File: config.mk
export PLATFORM = sky130hd
export DESIGN_NAME = vram_write_queue
export DESIGN_NICKNAME = d
export VERILOG_FILES = /design/src/rtl/vram_write_queue.sv
export SDC_FILE = /design/constraint.sdc
export NUM_CORES = 1
export LEC_CHECK = 0
export CAP_MARGIN = 20
export CORE_MARGIN = 2
export CORE_UTILIZATION = 30
export CTS_CLUSTER_DIAMETER = 30
export DETAILED_ROUTE_END_ITERATION = 6
export GPL_ROUTABILITY_DRIVEN = 0
export HOLD_SLACK_MARGIN = 0.02
export PLACE_DENSITY_LB_ADDON = 0.15
export RECOVER_POWER = 50
export SYNTH_ARGS = -nofsm -noshare
export SYNTH_HDL_FRONTEND = slang
export SYNTH_SLANG_ARGS = --single-unit
File: constraint.sdc
create_clock -name clk -period 4.6 [get_ports clk]
set_input_delay 0.92 -clock clk [delete_from_list [all_inputs] [get_ports clk]]
set_output_delay 0.92 -clock clk [all_outputs]
set_load 0.03 [all_outputs]
File: src/rtl/vram_write_queue.sv
// vram_write_queue: buffers CPU VRAM byte writes and drains them in FIFO
// order only while the video timing reports a writable window.
module vram_write_queue #(
  parameter int unsigned DEPTH  = 16,
  parameter int unsigned ADDR_W = 12,
  localparam int unsigned CNT_W = $clog2(DEPTH) + 1
) (
  input  logic              clk,
  input  logic              rst,
  input  logic              cpu_we,
  input  logic [ADDR_W-1:0] cpu_address,
  input  logic [7:0]        cpu_data,
  input  logic              writable,
  output logic              vram_we,
  output logic [ADDR_W-1:0] address,
  output logic [7:0]        data,
  output logic              full,
  output logic              empty,
  output logic [CNT_W-1:0]  count,
  output logic              overflow,
  input  logic              overflow_clr
);

  localparam int unsigned PTR_W = $clog2(DEPTH);
  localparam int unsigned ENT_W = ADDR_W + 8;

  logic [ENT_W-1:0] mem [DEPTH];
  logic [PTR_W-1:0] rd_ptr;
  logic [PTR_W-1:0] wr_ptr;
  logic [ENT_W-1:0] head;
  logic             push;
  logic             pop;

  // Status, handshake and head presentation; head is zeroed while empty so
  // stale storage never reaches the VRAM bus.
  always_comb begin
    full    = (count == CNT_W'(DEPTH));
    empty   = (count == '0);
    pop     = writable && !empty;
    push    = cpu_we && (!full || pop);
    vram_we = pop;
    head    = mem[rd_ptr];
    address = empty ? '0 : head[ENT_W-1:8];
    data    = empty ? '0 : head[7:0];
  end

  // Storage write; contents are intentionally left unreset.
  always_ff @(posedge clk) begin
    if (rst && push) begin
      mem[wr_ptr] <= {cpu_address, cpu_data};
    end
  end

  // Pointers, occupancy and sticky overflow; DEPTH is a power of two so the
  // pointers wrap naturally.
  always_ff @(posedge clk or negedge rst) begin
    if (!rst) begin
      rd_ptr   <= '0;
      wr_ptr   <= '0;
      count    <= '0;
      overflow <= 1'b0;
    end else begin
      if (push) begin
        wr_ptr <= wr_ptr + PTR_W'(1);
      end
      if (pop) begin
        rd_ptr <= rd_ptr + PTR_W'(1);
      end
      if (push && !pop) begin
        count <= count + CNT_W'(1);
      end else if (pop && !push) begin
        count <= count - CNT_W'(1);
      end
      if (cpu_we && full && !pop) begin
        overflow <= 1'b1;
      end else if (overflow_clr) begin
        overflow <= 1'b0;
      end
    end
  end

endmodule

======== Word level (Yosys, flattened, before mapping) ========
Memory sizes are Yosys's and may differ from the RTL's.
Cells that the tools add are included.
storage, ports and cells
  input bits .............................. 25
  bits in latches ......................... 0
  register bits after elaboration ......... 14
  output and inout bits ................... 29
  memories kept ........................... 1
  bits in read-only memories .............. 0
  word-level logic and storage cells ...... 33
  RAM bits ................................ 320
memories
  name  depth  bits a word  read ports  clocked after memory_dff  wr ports  RTL line  RTL
  mem   16     20           1           0                         1         27        logic [ENT_W-1:0] mem [DEPTH];
cells by class
  magnitude comparators ................... 0
  reduce and logical (&&, ||, !) cells .... 15
  div/mod/pow operators ................... 0
  multipliers ............................. 0
  muxes and demuxes ....................... 8
  bitwise gates (word level) .............. 0
  shift-type cells ........................ 0
  equal/unequal tests ..................... 1
  add/sub/neg operators ................... 4
operators by type and width
  operator                                                            count
  12-bit two-way mux                                                  1
  5-bit two-way mux                                                   2
  4-bit by 1-bit adder with 4-bit output, second input constant       2
  8-bit two-way mux                                                   1
  1-bit logical AND                                                   7
  5-bit by 1-bit adder with 5-bit output, second input constant       1
  5-bit equality test, second input constant                          1
  5-bit logical NOT                                                   1
  5-bit by 1-bit subtractor with 5-bit output, second input constant  1
  1-bit logical NOT                                                   4
  1-bit two-way mux                                                   4
  2-bit nonzero test                                                  2
  1-bit logical OR                                                    1

======== Depth between registers and ports, before layout ========
Gate-level depths: netlist (run 1).
  depth in word-level cells ............... 9
  mapped depth ............................ 11
  depth with buffers taken out ............ 10

======== Worst setup path before layout (run 1) ========
No wires, ideal clock.
  path type ............................... register to register
  from .................................... register count[0]
  to ...................................... memory mem[0][0] in the netlist's numbering (enable)
  required time ........................... 4152 ps
  buffers on the path ..................... 1
  slack ................................... 1105 ps
  library setup time ...................... 448 ps
  arrival ................................. 3047 ps
  cell stages (with the launch flop) ...... 5
  path through ............................ dfrtp_1 > or4_1 > buf_2 > o31ai_4 > nor4_1
on the way
  longest elaborated chain between the ends .. 8
  elaborated cells on any way between the ends .. 10
ends and longest elaborated chain
  element                                    RTL line  RTL
  start: declaration                         19        output logic [CNT_W-1:0] count,
  start signal: assignment                   70        count <= count + CNT_W'(1);
  start signal: assignment                   72        count <= count - CNT_W'(1);
  5-bit logical NOT                          38        empty = (count == '0);
  1-bit logical NOT                          39        pop = writable && !empty;
  1-bit logical AND                          39
  1-bit logical OR *                         40        push = cpu_we && (!full || pop);
  1-bit logical AND *                        40
  1-bit logical AND *                        49        if (rst && push) begin
  1-bit two-way mux *                        49
  1-bit two-way mux (implied by the code) *  50        mem[wr_ptr] <= {cpu_address, cpu_data};
  end: declaration                           27
Mark *: on every way between the ends. The rest lies on a longest branch, timed or not.

======== Worst setup path in the final report (run 1) ========
  from .................................... register rd_ptr[1]
  to ...................................... output port address[7]
on the way
  longest elaborated chain between the ends .. 2
ends and longest elaborated chain
  element                   RTL line  RTL
  start: declaration        28        logic [PTR_W-1:0] rd_ptr;
  start signal: assignment  67        rd_ptr <= rd_ptr + PTR_W'(1);
  memory read 16 x 20 bit   --
  12-bit two-way mux        43        address = empty ? '0 : head[ENT_W-1:8];
  end: declaration          15        output logic [ADDR_W-1:0] address,
Every way passes these cells.

==> impl_metrics.yaml, run 1 <==
outcome:
  status: "completed"
run:
  drv_cap: 0
setup_path:
  cp-end-kind: "output pin"
  reg2reg_from: "count[0]$_DFFE_PN0P_"
  required_ns: 3.68
  rr_endpoint: "count[4]$_DFFE_PN0P_"
  r2r_cells: 9
  path_max_fanout: 30
  reg2reg_slack_ns: 0.87
  worst_ep_arrival_time_ns: 3.38
  critPathKind: "flop to output pin"
  start_kind: "flop"
timing:
  slew-limit-headroom_pct: 30.0
  fin_crit_ns: 4.30
  holdWs_ns: 0.500
  finClkSkew_ns: 0.0160
  fin_crit_sh_pct: 93.5
  hold_viol: 0
  max_freq_mhz: 232
  tightest_slew_ns: 1.05
  worst_slack_ns: 0.297
  fin_setup_tns_ns: 0
  rsz0062_at_grt: "no"
  setup_violations: 0
  drv_slew: 0
placement:
  dpl.hpwl_um: 18900
  dp_slack_ns: 0.851
  place.port_buffers: 53
cells_and_area:
  seqCellArea_mm2: 0.00997
  syn2layout_area_growth_pct: 28.8
  nNetsFinal: 748
  multiInputGateArea_mm2: 0.00301
  fillers: 3819
  diodes: 0
  drive_above_1_share_pct: 33.9
yosys:
  yosysUniqueCellTypes: 38
  synthFlopType: "edfxtp_1"
  yosysSeqAreaShare_pct: 75.9
  syn_nets: 627
  synth.most_common_cell: "edfxtp_1"
  yosys_warnings: 0
  yosys.area.top_type_share_pct: 73.2
  synth_commonest_cells: "320 x edfxtp_1, 72 x mux4_2, 21 x mux2_2"
  yosys.area.top_type: "edfxtp_1"
  syn_area_mm2: 0.0131
  synth.area.top_cells: "edfxtp_1 73%, mux4_2 12%, dfrtp_1 2.7%, mux2_2 1.8%, mux4_1 1.6%"
  synth_seq_cells: 334
  synth_edf_count: 320
  synth_cells: 592
  synthArstFlopShare_pct: 4.19
  syn_avg_cell_area_um2: 22.2
floorplan:
  die_h_um: 213
  ios: 54
  die_area_mm2: 0.0454
  die_w_um: 213
  initial_core_util_pct: 30.5
  coreArea_mm2: 0.0431
  fp-row-count: 76
clock_tree:
  cts_buffer_depth: 3
  clk_latency_ns: 0.57
  clk_pin_slew_ns: 0.06
  cts.sinks: 334
  postCtsSetupBuffers: 0
  clockRootBuffer: "clkbuf_16"
  cts_resized: 0
  cts_tree: "built"
  cts_buffers: 60
  cts_hold_buf: 0
  h-tree-depth: 2
detailed_routing:
  post_drt_via_cell_ratio: 4.73
  dr.pass1.iters: 4
  drtIter0Drc: 550
  postRouteAntennaNets: 0
  wl_per_cell_um: 23.5
  drc: 0
  vias: 6376
  wirelength_um: 31700
global_routing:
  grt_max_degree: 36
  grt_pass1_wl_um: 46600
  grt_overflow: 0
  first_global_vias: 6964
  antenna_found_initial: 2
  grt_usage_pct: 14.4
pwr:
  powerDensity_mw_per_mm2: 701
  p_leak_uw: 0.00552
  irDropWorstVdd_v: 0.000354
  total_power_uw: 11800
worst_hold_path:
  min_from: "overflow$_DFFE_PN0P_"
  holdPathStages: 1
  hold_end: "overflow$_DFFE_PN0P_"
  hold_class: "flop to flop"
-- flip-flops by register name, summed over array words and instances (netlist names) --
name,cells
wr_ptr,4
rd_ptr,4
overflow,1
count,5
mem,320
-- area by class of cell --
type | instances | area share (%)
repair buffers | 91 | 5.40
multi-input cells | 218 | 17.8
flip-flops and latches | 334 | 59.0
well taps | 585 | 4.33
clock buffers | 64 | 9.16
inverters | 8 | 0.185
clock inverters | 49 | 4.09
-- stage by stage --
step | instances | cell area, um2 | util [%]
after CTS | 1349 | 16900 | 39.3
after global routing | 1349 | 16900 | 39.2
final | 1349 | 16900 | 39.2
after detailed placement | 1236 | 14700 | 34.1
after global placement | 1236 | 14700 | 34.1
after floorplan | 592 | 13100 | -
-- metal layers --
| metal | global-route usage [%] | part of all wire (%) |
|---|---|---|
| met2 | 25.2 | 52 |
| met5 | 0 | 0.035 |
| met4 | 4.53 | 2.0 |
| met3 | 2.28 | 3.8 |
| met1 | 18.2 | 43 |
-- cell usage in the layout, fill, tap and decap left out, drive strengths merged, types with 2 or more instances in the layout --
cell type and instances:
o31ai 2, a21oi 2, nand2b 2, clkinv 14, nand4 2, edfxtp 320
a221o 20, clkbuf 65, nor2b 20, xnor2 8, o21ai 4, nor3 15
dlygate4sd3 21, mux2 21, ha 9, mux4 80, a21o 2, inv 26
clkdlybuf4s50 32, buf 37, clkinvlp 4, nor4 4, nor2 3, bufinv 13
dfrtp 14, nand2 15
-- worst max-delay path, cell delays in order, from the launching register on --
cell	delay [ns]
dfrtp_4	0.64
buf_12	0.29
mux4_1	0.60
mux2_2	0.28
a221o_1	0.34
clkdlybuf4s50_1	0.62
-- cell families after synthesis --
| kind of cell | after synthesis | share of synthesized area [%] |
|---|---|---|
| mux | 102 | 15.8 |
| fa+ha+maj | 10 | 1.01 |
| compound gates | 34 | 2.38 |
| xor+xnor | 9 | 0.601 |
| simple gates | 63 | 2.64 |
| buf+inv | 40 | 1.61 |
| flops | 334 | 75.9 |
-- report_power, final --
group | leakage, uW | internal, uW | switching [uW]
sequential | 0.00305 | 3550 | 244
clock | 0.00109 | 3220 | 1600
combinational | 0.00138 | 1530 | 1710
total | 0.00552 | 8300 | 3550
-- worst max-delay path by stage --
stage / from / end
global placement: count[0]$_DFFE_PN0P_ / data[7]
CTS: rd_ptr[1]$_DFFE_PN0N_ / address[7]
finish: rd_ptr[1]$_DFFE_PN0N_ / address[7]
floorplan: count[0]$_DFFE_PN0P_ / mem[0][0]$_DFFE_PP_
detailed placement: rd_ptr[1]$_DFFE_PN0N_ / address[7]
global route: rd_ptr[1]$_DFFE_PN0N_ / address[7]
Power figures use the tool's default switching activity.
==> run 2: changes to the inputs <==
Clock period 4.6 ns to 5.4 ns, I/O delays scaled along.
==> run 2 against run 1 <==
Against the previous run:
- sequential power is 15% lower
- flip-flop and latch count stayed put
- die area stayed put
- critical path depth is 5 higher
==> impl_metrics.yaml, run 2 (synthesized netlist as in run 1, its figures left out) <==
detailed_routing:
  postRouteAntennaNets: 0
  wl_per_cell_um: 23.6
  drtIter0Drc: 445
  wirelength_um: 31800
  post_drt_via_cell_ratio: 4.74
  vias: 6385
  dr.pass1.iters: 7
  drc: 0
pwr:
  power_frac_seq_pct: 33.3
  combPwrFrac_pct: 27.8
  p_clk_share_pct: 38.8
  swShare_pct: 30.6
  total_power_uw: 9720
  powerDensity_mw_per_mm2: 582
  irDropWorstVdd_v: 0.000313
  p_int_uw: 6750
  switching_power_uw: 2970
  p_leak_uw: 0.00542
cells_and_area:
  top_regs: "mem x320, count x5"
  diodes: 0
  instances_no_fill: 1348
  fillers: 3847
  largest-register: "mem"
  drive_above_1_share_pct: 33.7
  nNetsFinal: 748
  largest_register_ffs: 320
  syn2layout_area_growth_pct: 27.3
  final_common_cell: "edfxtp_1"
  final_cell_mix: "320 x edfxtp_1, 72 x mux4_2, 62 x clkbuf_16"
timing:
  worst_slack_ns: 0.795
  setup_violations: 0
  fin_setup_tns_ns: 0
  hold_viol: 0
  fin_crit_ns: 4.60
  tightest_slew_ns: 1.08
  slew-limit-headroom_pct: 27.4
  finClkSkew_ns: 0.0137
  rsz0062_at_grt: "no"
  max_freq_mhz: 217
  drv_slew: 0
  fin_crit_sh_pct: 85.3
setup_path:
  start_kind: "flop"
  path_max_fanout: 17
  worst_ep_arrival_time_ns: 5.04
  cp-end-kind: "flop"
  required_ns: 5.83
  critPathKind: "flop to flop"
placement:
  dp_slack_ns: 1.35
  dp_cells: 1236
  place.port_buffers: 53
  dpl.hpwl_um: 18700
run:
  drv_cap: 0
clock_tree:
  cts_resized: 0
  h-tree-depth: 2
  postCtsSetupBuffers: 0
  clockRootBuffer: "clkbuf_16"
  cts_tree: "built"
  cts_buffer_depth: 3
  cts_hold_buf: 0
  cts.sinks: 334
  cts_buffers: 60
  clk_latency_ns: 0.57
  clk_pin_slew_ns: 0.05
floorplan:
  initial_core_util_pct: 30.5
  fp-row-count: 76
  coreArea_mm2: 0.0431
  die_h_um: 213
  die_w_um: 213
  die_area_mm2: 0.0454
  ios: 54
global_routing:
  grt_pass1_wl_um: 46600
  antenna_found_initial: 2
  grt_max_degree: 41
  grt_usage_pct: 14.4
  first_global_vias: 7079
  grt_overflow: 0
worst_hold_path:
  hold_class: "flop to flop"
outcome:
  status: "completed"
[run 2: cell types whose count changed in the layout (fill, tap and decap cells not counted), sizes merged]
| cell | delta |
|---|---|
| bufinv | -6 |
| clkinv | +6 |
| clkinvlp | +6 |
| inv | -6 |
| buf | -1 |
[run 2: area by class of cell]
| type | instances | area (um2) | share of cell area, % |
|---|---|---|---|
| Inverter | 8 | 31.3 | 0.187 |
| Clock buffer | 63 | 1560 | 9.31 |
| Sequential cell | 334 | 9970 | 59.7 |
| Tap cell | 585 | 732 | 4.38 |
| Multi-Input combinational cell | 218 | 3040 | 18.2 |
| Clock inverter | 49 | 524 | 3.14 |
| Timing Repair Buffer | 91 | 858 | 5.14 |
[run 2: critical path, cell delays in order (launching register included)]
cell        delay (ns)
dfrtp_1           0.44
or4_1             0.73
o31ai_4           0.23
clkbuf_1          0.79
clkinvlp_2        0.58
ha_1              0.40
inv_1             0.20
ha_1              0.30
a21o_1            0.20
a2111oi_0         0.44
o31ai_1           0.15
[run 2: power by group through the flow]
stage	Sequential [uW]	Clock, uW	Combinational (uW)
2_1_floorplan	3170	0	1890
3_3_place_gp	3290	0	2750
3_5_place_dp	3300	0	2760
4_1_cts	3250	3840	2780
5_1_grt	3270	3960	2880
6_report	3240	3770	2700
[run 2: worst paths after layout]
path	cells past startpoint	slack [ns]	endpoint	from
max	10	0.80	count[4]$_DFFE_PN0P_	count[0]$_DFFE_PN0P_
min	1	0.51	overflow$_DFFE_PN0P_	overflow$_DFFE_PN0P_
max reg2reg	10	0.80	count[4]$_DFFE_PN0P_	count[0]$_DFFE_PN0P_
min reg2reg	1	0.51	overflow$_DFFE_PN0P_	overflow$_DFFE_PN0P_
max in group asynchronous	2	3.50	rd_ptr[1]$_DFFE_PN0N_	rst
min in group asynchronous	2	1.18	overflow$_DFFE_PN0P_	rst
[run 2: through the flow]
stage / utilization, % / area (um2) / hold WS (ns)
4_1_cts: 38.8 / 16700 / 0.518
5_1_grt: 38.8 / 16700 / 0.535
6_report: 38.8 / 16700 / 0.512
3_5_place_dp: 34.0 / 14600 / 0.494
3_3_place_gp: 34.0 / 14600 / 0.480
2_1_floorplan: - / 13100 / 0.514
[run 2: layer usage]
| layer | up-vias | GRT usage [%] | wire, um |
|---|---|---|---|
| met5 | - | 0 | 26 |
| met4 | 4 | 5.96 | 930 |
| met3 | 59 | 2.60 | 1370 |
| met2 | 142 | 24.2 | 16100 |
| met1 | 3418 | 18.4 | 13400 |
| li1 | 2762 | - | - |
